**src/rtl/dec_pkg.sv**
```systemverilog
// dec_pkg: shared types and helpers for the
// registered active-low one-hot decoder.
package dec_pkg;

    localparam int MAX_SEL_W = 8;
    localparam int MAX_OUT   = 1 << MAX_SEL_W;

    localparam logic [MAX_OUT-1:0] ALL_ONES = '1;

    typedef enum logic [1:0] {
        EMPTY = 2'd0,
        ONE   = 2'd1,
        TWO   = 2'd2
    } buf_state_t;

    // Active-low one-hot of code; all ones when code is out of range.
    function automatic logic [MAX_OUT-1:0] onehot_n(
        input logic [MAX_SEL_W-1:0] code,
        input int                   num_out
    );
        logic [MAX_OUT-1:0] pat;
        pat = ALL_ONES;
        if (int'(code) < num_out) begin
            pat[code] = 1'b0;
        end
        return pat;
    endfunction

endpackage

```
**src/rtl/dec_skid_buf2.sv**
```systemverilog
// dec_skid_buf2: two-entry valid/ready buffer.
// in_ready comes only from registered state.
module dec_skid_buf2
    import dec_pkg::*;
#(
    parameter int W = 8
) (
    input  logic         clk,
    input  logic         rst,
    input  logic         in_valid,
    output logic         in_ready,
    input  logic [W-1:0] in_data,
    output logic         out_valid,
    input  logic         out_ready,
    output logic [W-1:0] out_data
);

    buf_state_t   state;
    buf_state_t   state_nxt;
    logic [W-1:0] head;
    logic [W-1:0] tail;
    logic         push;
    logic         pop;
    logic         head_from_in;
    logic         head_from_tail;
    logic         tail_from_in;

    assign push = in_valid & in_ready;
    assign pop  = out_valid & out_ready;

    // State register.
    always_ff @(posedge clk or posedge rst) begin
        if (rst) begin
            state <= EMPTY;
        end else begin
            state <= state_nxt;
        end
    end

    // Next-state logic; push is impossible in TWO.
    always_comb begin
        state_nxt = state;
        unique case (1'b1)
            (state == EMPTY): begin
                if (push) begin
                    state_nxt = ONE;
                end
            end
            (state == ONE): begin
                if (push && !pop) begin
                    state_nxt = TWO;
                end else if (pop && !push) begin
                    state_nxt = EMPTY;
                end
            end
            (state == TWO): begin
                if (pop) begin
                    state_nxt = ONE;
                end
            end
            default: begin
                state_nxt = EMPTY;
            end
        endcase
    end

    // Handshake outputs decoded from the state register.
    always_comb begin
        in_ready  = (state != TWO);
        out_valid = (state != EMPTY);
        out_data  = head;
    end

    // Head is what downstream sees; tail holds the second entry.
    always_comb begin
        head_from_in   = push & ((state == EMPTY) | pop);
        tail_from_in   = push & ~pop & (state == ONE);
        head_from_tail = pop & (state == TWO);
    end

    // Entry storage.
    always_ff @(posedge clk or posedge rst) begin
        if (rst) begin
            head <= '0;
            tail <= '0;
        end else begin
            if (head_from_in) begin
                head <= in_data;
            end else if (head_from_tail) begin
                head <= tail;
            end
            if (tail_from_in) begin
                tail <= in_data;
            end
        end
    end

endmodule

```
**src/rtl/dec_onehot_n_pipe.sv**
```systemverilog
// dec_onehot_n_pipe: registered code decoder with
// out-of-range flag, hold mode and error counter.
module dec_onehot_n_pipe #(
    parameter int SEL_W     = 4,
    parameter int NUM_OUT   = 10,
    parameter int OOR_HOLD  = 0,
    parameter int ERR_CNT_W = 8
) (
    input  logic                 clk,
    input  logic                 rst,
    input  logic                 in_valid,
    output logic                 in_ready,
    input  logic [SEL_W-1:0]     in_code,
    output logic                 out_valid,
    input  logic                 out_ready,
    output logic [NUM_OUT-1:0]   out_n,
    output logic                 out_oor,
    output logic [ERR_CNT_W-1:0] err_cnt,
    input  logic                 err_clr
);

    import dec_pkg::*;

    if (SEL_W < 1 || SEL_W > MAX_SEL_W) begin : g_bad_sel_w
        $error("dec_onehot_n_pipe: SEL_W must be 1..8");
    end
    if (NUM_OUT < 2 || NUM_OUT > (1 << SEL_W)) begin : g_bad_num_out
        $error("dec_onehot_n_pipe: NUM_OUT must be 2..2**SEL_W");
    end
    if (ERR_CNT_W < 1) begin : g_bad_err_w
        $error("dec_onehot_n_pipe: ERR_CNT_W must be >= 1");
    end

    localparam int                 DW    = NUM_OUT + 1;
    localparam logic [SEL_W:0]     LIMIT = (SEL_W + 1)'(NUM_OUT);
    localparam logic [ERR_CNT_W-1:0] ERR_ONE = ERR_CNT_W'(1);

    logic               push;
    logic               in_range;
    logic               push_oor;
    logic [NUM_OUT-1:0] dec_pat;
    logic [NUM_OUT-1:0] push_pat;
    logic [NUM_OUT-1:0] last_pat;
    logic [DW-1:0]      buf_data;
    logic               buf_valid;

    assign push     = in_valid & in_ready;
    assign in_range = ({1'b0, in_code} < LIMIT);

    // Decode at push time; out-of-range picks all ones or the held pattern.
    always_comb begin
        dec_pat  = NUM_OUT'(onehot_n(MAX_SEL_W'(in_code), NUM_OUT));
        push_oor = ~in_range;
        if (in_range) begin
            push_pat = dec_pat;
        end else if (OOR_HOLD != 0) begin
            push_pat = last_pat;
        end else begin
            push_pat = '1;
        end
    end

    // Last in-range pattern, used by hold mode.
    always_ff @(posedge clk or posedge rst) begin
        if (rst) begin
            last_pat <= '1;
        end else if (push && in_range) begin
            last_pat <= dec_pat;
        end
    end

    // Saturating error count; a clear never swallows a same-cycle error.
    always_ff @(posedge clk or posedge rst) begin
        if (rst) begin
            err_cnt <= '0;
        end else if (push && push_oor) begin
            if (err_clr) begin
                err_cnt <= ERR_ONE;
            end else if (err_cnt != '1) begin
                err_cnt <= err_cnt + ERR_ONE;
            end
        end else if (err_clr) begin
            err_cnt <= '0;
        end
    end

    dec_skid_buf2 #(
        .W (DW)
    ) u_buf (
        .clk       (clk),
        .rst       (rst),
        .in_valid  (in_valid),
        .in_ready  (in_ready),
        .in_data   ({push_oor, push_pat}),
        .out_valid (buf_valid),
        .out_ready (out_ready),
        .out_data  (buf_data)
    );

    // Idle outputs are forced so stale entries never leak downstream.
    always_comb begin
        out_valid = buf_valid;
        out_n     = buf_valid ? buf_data[NUM_OUT-1:0] : '1;
        out_oor   = buf_valid & buf_data[NUM_OUT];
    end

endmodule
```
**config.mk**
```make
export PLATFORM = sky130hd
export DESIGN_NAME = dec_onehot_n_pipe
export DESIGN_NICKNAME = d
export VERILOG_FILES = /design/src/rtl/dec_pkg.sv /design/src/rtl/dec_skid_buf2.sv /design/src/rtl/dec_onehot_n_pipe.sv
export SDC_FILE = /design/constraint.sdc
export NUM_CORES = 1
export LEC_CHECK = 0
export BUFFER_PORTS_ARGS = -buffer_cell sky130_fd_sc_hd__buf_4
export CAP_MARGIN = 30
export CORE_ASPECT_RATIO = 1.1
export CORE_MARGIN = 4
export CORE_UTILIZATION = 54
export CTS_CLUSTER_DIAMETER = 120
export CTS_CLUSTER_SIZE = 28
export DETAILED_ROUTE_END_ITERATION = 12
export GPL_ROUTABILITY_DRIVEN = 0
export PLACE_DENSITY = 0.78
export SKIP_LAST_GASP = 1
export SLEW_MARGIN = 20
export SYNTH_ARGS = -nofsm -noshare
export SYNTH_HDL_FRONTEND = slang
export SYNTH_SLANG_ARGS = --single-unit
```
**constraint.sdc**
```tcl
create_clock -name clk -period 1.9 [get_ports clk]
set_clock_uncertainty 0.05 [all_clocks]
set_input_delay 0.38 -clock clk [delete_from_list [all_inputs] [get_ports clk]]
set_output_delay 0.38 -clock clk [all_outputs]
set_load 0.01 [all_outputs]
```
==> out/summary.txt, run 1 <==
Nets - 210
CP peak stage delay - 440 ps
Fin area - 0.00195 mm2
Hpwl dp - 2.38 mm
Static leakage - 0.844 nW
# rows - 20
Worst-Skew Late Latency - 320 ps
RSZ-0062 raised after global routing - true
Core Box Area - 0.00280 mm2
CTS max path bufs - 2
Crit Path Category - reg2out
Ys flop type - dfrtp_1
Clock Power Share - 21.4%
Fin. max-slew vios - 0
Slowest cell on the critical path - dfrtp_2
Largest net degree at the start of global routing - 33
Post-synth cell types - 40
Global routing usage on met1 - 24.6%
P per Cell Area - 944 mW/mm2
Worst setup SP type - register
H-tree Lvls - 2
Maxcap violations - 0
CTS Hold Buffers Added - 0
Final core occ - 69.6%
Run status - finished clean
Crit-path most repeated cell - buf_4
Worst EP arrival - 1410 ps
Synth Area per Inst - 9.76 um2
Post-Syn Area - 0.00159 mm2
VDD IR max - 720 uV
Relative slew slack - 73.0%
Clk root buf - clkbuf_4
M2 GR Usage - 31.2%
Die height - 64.9 um
# DRC - 0
CP Max Fanout - 7
N_diodes - 0
Min-Delay Path Class - in2async
Final WL - 3.46 mm
Vias in the first global route - 1,253
Comb pwr share - 30.2%
Ratio of cells with drive above 1 in the final layout - 31.3%
Vias/cell - 5.74
I/O Buffers - 29
Synth area leaders - dfrtp_1, nor2_1, a221o_1, a21oi_1, or2_2
Die Area - 0.00388 mm2
Worst-Margin Slew - 402 ps
Cell Chain, Critical Path - nor2_4 > buf_4 > or2_2 > buf_4
Critical Path RT - 1470 ps
Syn_nets - 173
Via count - 1,344
Clock period minus worst slack - 1840 ps
Gr ovfl total - 0
Seq/Total Area, Yosys - 50.4%
Flops & latches, synth - 32
Switching Fraction - 29.9%
Placement Cell Area - 0.00186 mm2
First-pass GRT wire length - 5.61 mm
Initial antenna violation count - 0
Average wire per standard cell - 14.8 um
Period utilization - 97.1%
Starting density of the core - 56.7%
Fillers - 233
Area leader, netlist - dfrtp_1
Post-DRT Antenna Nets - 0
CTS tree - yes
Initial drt markers - 35
Area delta synth->final - 22.7%
FMAX - 0.542 GHz
Number of synthesized flops with an enable pin - 0
# IOs - 30
Synth Instances - 163
Psw - 0.000549 W
Die Width - 59.7 um
All-Layer GR Usage - 19.2%
Final setup viols - 0
Seq pwr share - 48.4%
GRT met3 Usage - 6.18%
Cell Int Power - 0.00129 W
Clock transition at path regs - 90 ps
Synth warn - 0
WHS - 85.8 ps
Fraction of synthesized cell area taken by the top area cell type - 50.4%
Clock sinks - 32
Top Usage Layer GRT - met2
Final Hold Fails - 0
Crit end category - output pin
Async SR Flop Fraction - 100%
Drt pass-1 iters - 4
TritonCTS Buffers - 5
==> flip-flops by register name, indices dropped and copies added, names as in the netlist <==
register,cells
u_buf.out_data,11
u_buf.tail,11
err_cnt,8
u_buf.state,2
==> per-layer routing <==
layer | part of all wire [%] | vias up
met5 | 0 | -
li1 | - | 663
met2 | 48 | 29
met4 | 0.78 | 0
met1 | 45 | 648
met3 | 5.7 | 4
==> cells in the mapped netlist, drive strengths merged (2+ instances only) <==
| cell | n |
|---|---|
| nor2b | 4 |
| and2 | 2 |
| nand4 | 3 |
| nor3 | 7 |
| inv | 5 |
| a21oi | 17 |
| or2 | 10 |
| buf | 5 |
| a221o | 10 |
| or2b | 3 |
| nor2 | 30 |
| dfrtp | 32 |
| nand2 | 3 |
| nand3 | 3 |
| o21ai | 3 |
| clkbuf | 2 |
| mux2i | 3 |
| and3 | 2 |
==> worst max-delay path: cells and delay by family, from the launching register on <==
kind / cells / cell delay (ps)
buffers and inverters: 2 / 300
AND/OR/NAND/NOR: 2 / 340
flip-flops: 1 / 440
==> cell type report <==
class / count / area [um2] / share of cell area, %
multi-input cells: 119 / 752 / 38.6
well taps: 33 / 41.3 / 2.12
flip-flops and latches: 32 / 805 / 41.2
inverters: 5 / 18.8 / 0.962
clock buffers: 8 / 58.8 / 3.01
repair buffers: 37 / 275 / 14.1
==> power by group through the flow <==
stage	Sequential, W	Clock [W]	Combinational, W
6_report	0.000890	0.000395	0.000556
5_1_grt	0.000906	0.000440	0.000616
4_1_cts	0.000883	0.000410	0.000546
3_5_place_dp	0.000897	0	0.000544
3_3_place_gp	0.000889	0	0.000532
2_1_floorplan	0.000875	0	0.000334
==> path summary, 6_finish.rpt <==
kind / from / endpoint / slack [ps] / depth (start not counted)
setup / recovery: u_buf.state[0] / out_n[9] / 60 / 4
hold / removal: rst / u_buf.out_data[9] / 90 / 3
setup reg to reg: err_cnt[0] / err_cnt[5] / 120 / 5
hold reg to reg: u_buf.out_data[0] / u_buf.out_data[0] / 470 / 1
max in group asynchronous: rst / u_buf.state[0] / 1410 / 3
min in group clk: out_ready / u_buf.state[1] / 190 / 2
==> placed cells by master (no fill, tap or decap), types with 4 or more instances in the layout <==
cell and count:
a21oi_1 17, a221o_1 10, buf_4 36, clkbuf_4 5, dfrtp_1 29, inv_1 4
nor2_1 29, nor2b_1 4, nor3_1 7, or2_2 10
==> cells by family (layout without fill, tap and decap cells) <==
group,after synthesis,after routing,share of synthesized area (%)
fa+ha+maj,1,1,0.787
simple gates,77,77,25.7
flops,32,32,50.4
mux,4,4,2.60
buf+inv,12,50,3.15
compound gates,37,37,17.4
==> what timing repair did <==
| item | 4_1_cts | 5_1_grt |
|---|---|---|
| endpoints found under the setup margin | 0 | 11 |
| setup buffers | 0 | 1 |
| resized for setup | 0 | 7 |
==> through the flow <==
stage	std cells	total power (W)	setup WS, ps	TNS [ps]
after floorplan	163	0.00121	185	0
after global placement	224	0.00142	188	0
after detailed placement	224	0.00144	115	0
after CTS	232	0.00184	1.13	0
after global routing	234	0.00196	-17.4	-17.4
final	234	0.00184	55.5	0
No activity file was read; power rests on OpenSTA's default activity.
==> run 2: changes to the inputs <==
--- a/config.mk
+++ b/config.mk
@@ -14,7 +14,7 @@
 export CTS_CLUSTER_SIZE = 28
 export DETAILED_ROUTE_END_ITERATION = 12
 export GPL_ROUTABILITY_DRIVEN = 0
-export PLACE_DENSITY = 0.78
+export PLACE_DENSITY = 0.84
 export SKIP_LAST_GASP = 1
 export SLEW_MARGIN = 20
 export SYNTH_ARGS = -nofsm -noshare
==> run 2 against run 1 <==
  * Critical path depth rose by 1
  * Clock-buffer cell count unchanged
  * Die area unchanged
  * Final area shrank 1.1%
  * Flip-flop and latch count unchanged
  * Register-to-register slack got worse by 50 ps
  * Critical path type is now reg2reg
  * Critical endpoint is now err_cnt[5]
==> out/summary.txt, run 2 (synthesis results as in run 1) <==
CTS max path bufs - 2 (unchanged)
Core Box Area - 0.00280 mm2 (unchanged)
Die Area - 0.00388 mm2 (unchanged)
TritonCTS Buffers - 5 (unchanged)
# DRC - 0 (unchanged)
Vias/cell - 5.75 (+0.19%)
DR top layer - met4
Worst-Skew Late Latency - 320 ps (about the same)
RSZ-0062 raised after global routing - false
Final core occ - 68.8% (-0.76 points)
Run status - finished clean
Clock transition at path regs - 90 ps (about the same)
Die Width - 59.7 um (unchanged)
Gr ovfl total - 0 (unchanged)
Initial drt markers - 31 (-11%)
Average wire per standard cell - 14.5 um (-1.9%)
Min-Delay Path Class - in2async
Area delta synth->final - 21.3%
Crit end category - register
Die height - 64.9 um (unchanged)
Critical Path RT - 2100 ps (+630 ps)
Ratio of cells with drive above 1 in the final layout - 29.1% (-2.2 points)
Hpwl dp - 2.36 mm (-0.87%)
Worst EP arrival - 2030 ps (+620 ps)
Most common cell after layout, fill and taps aside - buf_4
# rows - 20 (unchanged)
Nets - 208 (-0.95%)
Maxcap violations - 0 (unchanged)
Drt pass-1 iters - 4 (unchanged)
Setup TNS - 0 ps (unchanged)
FMAX - 0.547 GHz (+0.99%)
CP Max Fanout - 7 (unchanged)
Fin. max-slew vios - 0 (unchanged)
I/O Buffers - 29 (unchanged)
CTS tree - yes
Via count - 1,335 (-0.67%)
VDD IR max - 677 uV (-5.9%)
Clock period minus worst slack - 1830 ps (-18.0 ps)
P per Cell Area - 948 mW/mm2 (+0.50%)
Largest net degree at the start of global routing - 33 (unchanged)
Vias in the first global route - 1,209 (-3.5%)
Cells on worst reg2reg path - 5 (unchanged)
Clk root buf - clkbuf_4
Final WL - 3.36 mm (-2.8%)
Final Hold Fails - 0 (unchanged)
Crit Path Category - reg2reg
Starting density of the core - 56.7% (unchanged)
Period utilization - 96.1% (-0.95 points)
Worst setup SP type - register
# IOs - 30 (unchanged)
Fin area - 0.00193 mm2 (-1.1%)
WL met2 - 1.68 mm (+0.66%)
Static leakage - 0.838 nW (-0.75%)
Met3 Wirelength - 173 um (-13%)
H-tree Lvls - 2 (unchanged)
Relative slew slack - 52.6% (-20 points)
Worst-Margin Slew - 709 ps (+308 ps)
Post-DRT Antenna Nets - 0 (unchanged)
All-Layer GR Usage - 19.5% (+0.32 points)
First-pass GRT wire length - 5.63 mm (+0.37%)
Final setup viols - 0 (unchanged)
Commonest non-fill, non-tap cells in the layout - buf_4, dfrtp_1, nor2_1, a21oi_1
Clock sinks - 32 (unchanged)
Placement Cell Area - 0.00186 mm2 (-0.40%)
Initial antenna violation count - 0 (unchanged)
N_diodes - 0 (unchanged)
M1 wire length - 1.45 mm (-7.1%)
## run 2: cell count changes in the layout (fill, tap and decap cells not counted)
cell     before  now
buf_6         0    1
buf_4        36   34
nor2_4        1    0
nand3_1       2    3
dfrtp_1      29   31
nor2_2        0    1
dfrtp_2       3    1
nand3_2       1    0
buf_2         1    0
## run 2: layout make-up
type | instances | area (um2)
clock buffer | 8 | 58.8
fill | 222 | 873
inverter | 5 | 18.8
multi-input combinational | 119 | 742
sequential | 32 | 802
tap | 33 | 41.3
timing repair buffer | 35 | 267
## run 2: routing by layer
| metal | vias to the layer above | global-route usage (%) |
|---|---|---|
| met5 | - | 0 |
| met4 | 0 | 9.14 |
| met3 | 6 | 5.78 |
| met2 | 32 | 29.9 |
| met1 | 635 | 24.9 |
| li1 | 662 | - |
## run 2: power breakdown
part / switching [W] / total [W] / internal [W]
sequential: 0.0000763 / 0.000884 / 0.000808
combinational: 0.000253 / 0.000548 / 0.000295
clock: 0.000215 / 0.000398 / 0.000182
## run 2: worst max-delay path, cell delays in order (launching register included)
cell	delay (ps)
dfrtp_1	450
ha_1	240
nand3_1	170
o2111ai_4	200
or4_1	500
a21oi_1	150
## run 2: stage by stage
step	hold WS, ps	instances	power [W]	setup WS (ps)
CTS	77.0	231	0.00184	2.88
finish	76.7	232	0.00183	73.5
global route	98.9	232	0.00196	4.89
floorplan	393	163	0.00121	185
global placement	436	223	0.00141	151
detailed placement	438	223	0.00144	93.3
## run 2: what timing repair did
item,4_1_cts,5_1_grt
hold buffers,0,0
resized for setup,0,3
endpoints found under the setup margin,0,10
setup buffers,0,1
## run 2: path summary, 6_finish.rpt
kind / from / slack [ps] / to
max: err_cnt[0] / 70 / err_cnt[5]
min: rst / 80 / u_buf.tail[4]
max reg2reg: err_cnt[0] / 70 / err_cnt[5]
min reg2reg: u_buf.out_data[6] / 460 / u_buf.out_data[6]
max in group asynchronous: rst / 1420 / u_buf.state[0]
min in group clk: out_ready / 200 / u_buf.state[1]
==> run 3: changes to the inputs <==
--- a/config.mk
+++ b/config.mk
@@ -14,7 +14,7 @@
 export CTS_CLUSTER_SIZE = 28
 export DETAILED_ROUTE_END_ITERATION = 12
 export GPL_ROUTABILITY_DRIVEN = 0
-export PLACE_DENSITY = 0.84
+export PLACE_DENSITY_LB_ADDON = 0.15
 export SKIP_LAST_GASP = 1
 export SLEW_MARGIN = 20
 export SYNTH_ARGS = -nofsm -noshare
==> run 3 against run 2 <==
  * Via count is 2.5% higher
  * Clock power is 16% lower
  * Core utilization is 0.58 points lower
  * Clock-buffer cell count decreased by 3
  * Sequential power rose by 0.7%
  * Cell count down 1.3%
  * Maximum frequency rose by 0.75%
  * First-iteration DRC count rose by 55%
  * Non-clock buffer count did not move
  * Setup slack gained 14 ps
  * Critical endpoint is now out_n[1]
  * Largest power group unchanged
==> out/summary.txt, run 3 (synthesis results as in run 1) <==
Run status - finished clean
Min-Delay Path Class - in2async
# rows - 20 (unchanged)
Final setup viols - 0 (unchanged)
Most common cell after layout, fill and taps aside - buf_4
DR top layer - met4
N_diodes - 0 (unchanged)
Largest net degree at the start of global routing - 33 (unchanged)
Vias/cell - 5.98 (+3.9%)
Non-Filler Instances - 229 (-1.3%)
Average wire per standard cell - 15.1 um (+4.1%)
Worst setup SP type - register
P per Cell Area - 924 mW/mm2 (-2.6%)
Post-DRT Antenna Nets - 0 (unchanged)
First-pass GRT wire length - 5.77 mm (+2.5%)
FF/Latch Area - 802 um2 (unchanged)
Die height - 64.9 um (unchanged)
H-tree Lvls - 2 (unchanged)
Fin area - 0.00191 mm2 (-0.84%)
FMAX - 0.552 GHz (+0.75%)
Placement Cell Area - 0.00186 mm2 (unchanged)
Static leakage - 0.828 nW (-1.1%)
Critical Path RT - 1470 ps (-630 ps)
Initial drt markers - 48 (+55%)
Met3 Wirelength - 216 um (+25%)
# IOs - 30 (unchanged)
Die Area - 0.00388 mm2 (unchanged)
Period utilization - 95.4% (-0.71 points)
Worst-Skew Late Latency - 330 ps (about the same)
# DRC - 0 (unchanged)
Crit Path Category - reg2out
Vias in the first global route - 1,292 (+6.9%)
VDD IR max - 646 uV (-4.6%)
Commonest non-fill, non-tap cells in the layout - buf_4, dfrtp_1, nor2_1, a21oi_1
I/O Buffers - 29 (unchanged)
Final WL - 3.45 mm (+2.8%)
Area delta synth->final - 20.3%
Fillers - 233 (+5.0%)
Hpwl dp - 2.48 mm (+5.1%)
Gr ovfl total - 0 (unchanged)
Area of the multi-input gates - 747 um2 (+0.67%)
Starting density of the core - 56.7% (unchanged)
Maxcap violations - 0 (unchanged)
Crit end category - output pin
Core Box Area - 0.00280 mm2 (unchanged)
Via count - 1,369 (+2.5%)
WL met2 - 1.73 mm (+3.4%)
Clock sinks - 32 (unchanged)
M1 wire length - 1.45 mm (-0.14%)
Cell Chain, Critical Path - nor2_2 > buf_6 > or2_2 > buf_4
CP Max Fanout - 12 (+5)
Clock period minus worst slack - 1810 ps (-13.6 ps)
Worst EP arrival - 1380 ps (-650 ps)
Final Hold Fails - 0 (unchanged)
Relative slew slack - 51.0% (-1.6 points)
Fin. max-slew vios - 0 (unchanged)
Initial antenna violation count - 0 (unchanged)
Clk root buf - clkbuf_4
Drt pass-1 iters - 4 (unchanged)
TritonCTS Buffers - 5 (unchanged)
CP peak stage delay - 440 ps (-60 ps)
Die Width - 59.7 um (unchanged)
CTS tree - yes
Post-Place Cells - 223 (unchanged)
Nets - 208 (unchanged)
WHS - 73.9 ps (-2.79 ps)
CTS Hold Buffers Added - 0 (unchanged)
All-Layer GR Usage - 19.7% (+0.22 points)
CTS max path bufs - 2 (unchanged)
Clock transition at path regs - 90 ps (about the same)
Ratio of cells with drive above 1 in the final layout - 29.6% (+0.45 points)
Worst-Margin Slew - 734 ps (+24.7 ps)
Slowest cell on the critical path - dfrtp_1
## run 3: changes by cell type in the layout (fill, tap and decap cells not counted), sizes merged
cell	change
clkbuf	-3
## run 3: per-stage QoR
stage          utilization (%)  total power [W]  worst slack [ps]  setup TNS [ps]
6_report                  68.3          0.00177              87.1               0
5_1_grt                   68.3          0.00189             -1.49           -1.71
4_1_cts                   67.5          0.00178              7.64               0
3_5_place_dp              66.2          0.00145              76.5               0
3_3_place_gp              66.2          0.00142              91.0               0
2_1_floorplan                -          0.00121               185               0
## run 3: worst paths after layout
kind	startpoint	end	slack [ps]	depth (start not counted)
max	u_buf.state[1]	out_n[1]	90	4
min in group clk	out_ready	u_buf.state[1]	200	2
max reg2reg	err_cnt[0]	err_cnt[5]	100	5
min reg2reg	u_buf.out_data[7]	u_buf.out_data[7]	460	1
min	rst	u_buf.tail[8]	70	3
max in group asynchronous	rst	u_buf.state[0]	1420	3
## run 3: power by group
part           leakage (nW)  internal [W]  switching [W]
Clock                0.0230      0.000123       0.000209
Combinational         0.442      0.000295       0.000249
Sequential            0.363      0.000808      0.0000820
## run 3: worst max-delay path: cells and delay by family (launching register included)
family                 cells  cell delay (ps)
buffers and inverters      2              280
flip-flops                 1              440
AND/OR/NAND/NOR            2              340
## run 3: final cells by class
class                           instances  share of cell area [%]
Sequential cell                        32                    41.9
Multi-Input combinational cell        119                    39.0
Clock buffer                            5                    1.96
Tap cell                               33                    2.16
Inverter                                5                   0.981
Timing Repair Buffer                   35                    13.9
## run 3: timing repair
item / CTS / global route
endpoints found under the setup margin: 0 / 11
gates resized for setup: 0 / 4
setup buffers: 0 / 1
## run 3: per-layer routing
layer,vias up,global-route usage [%]
met3,8,6.37
met2,44,33.1
met5,-,0
met1,665,23.4
met4,0,6.37
li1,652,-
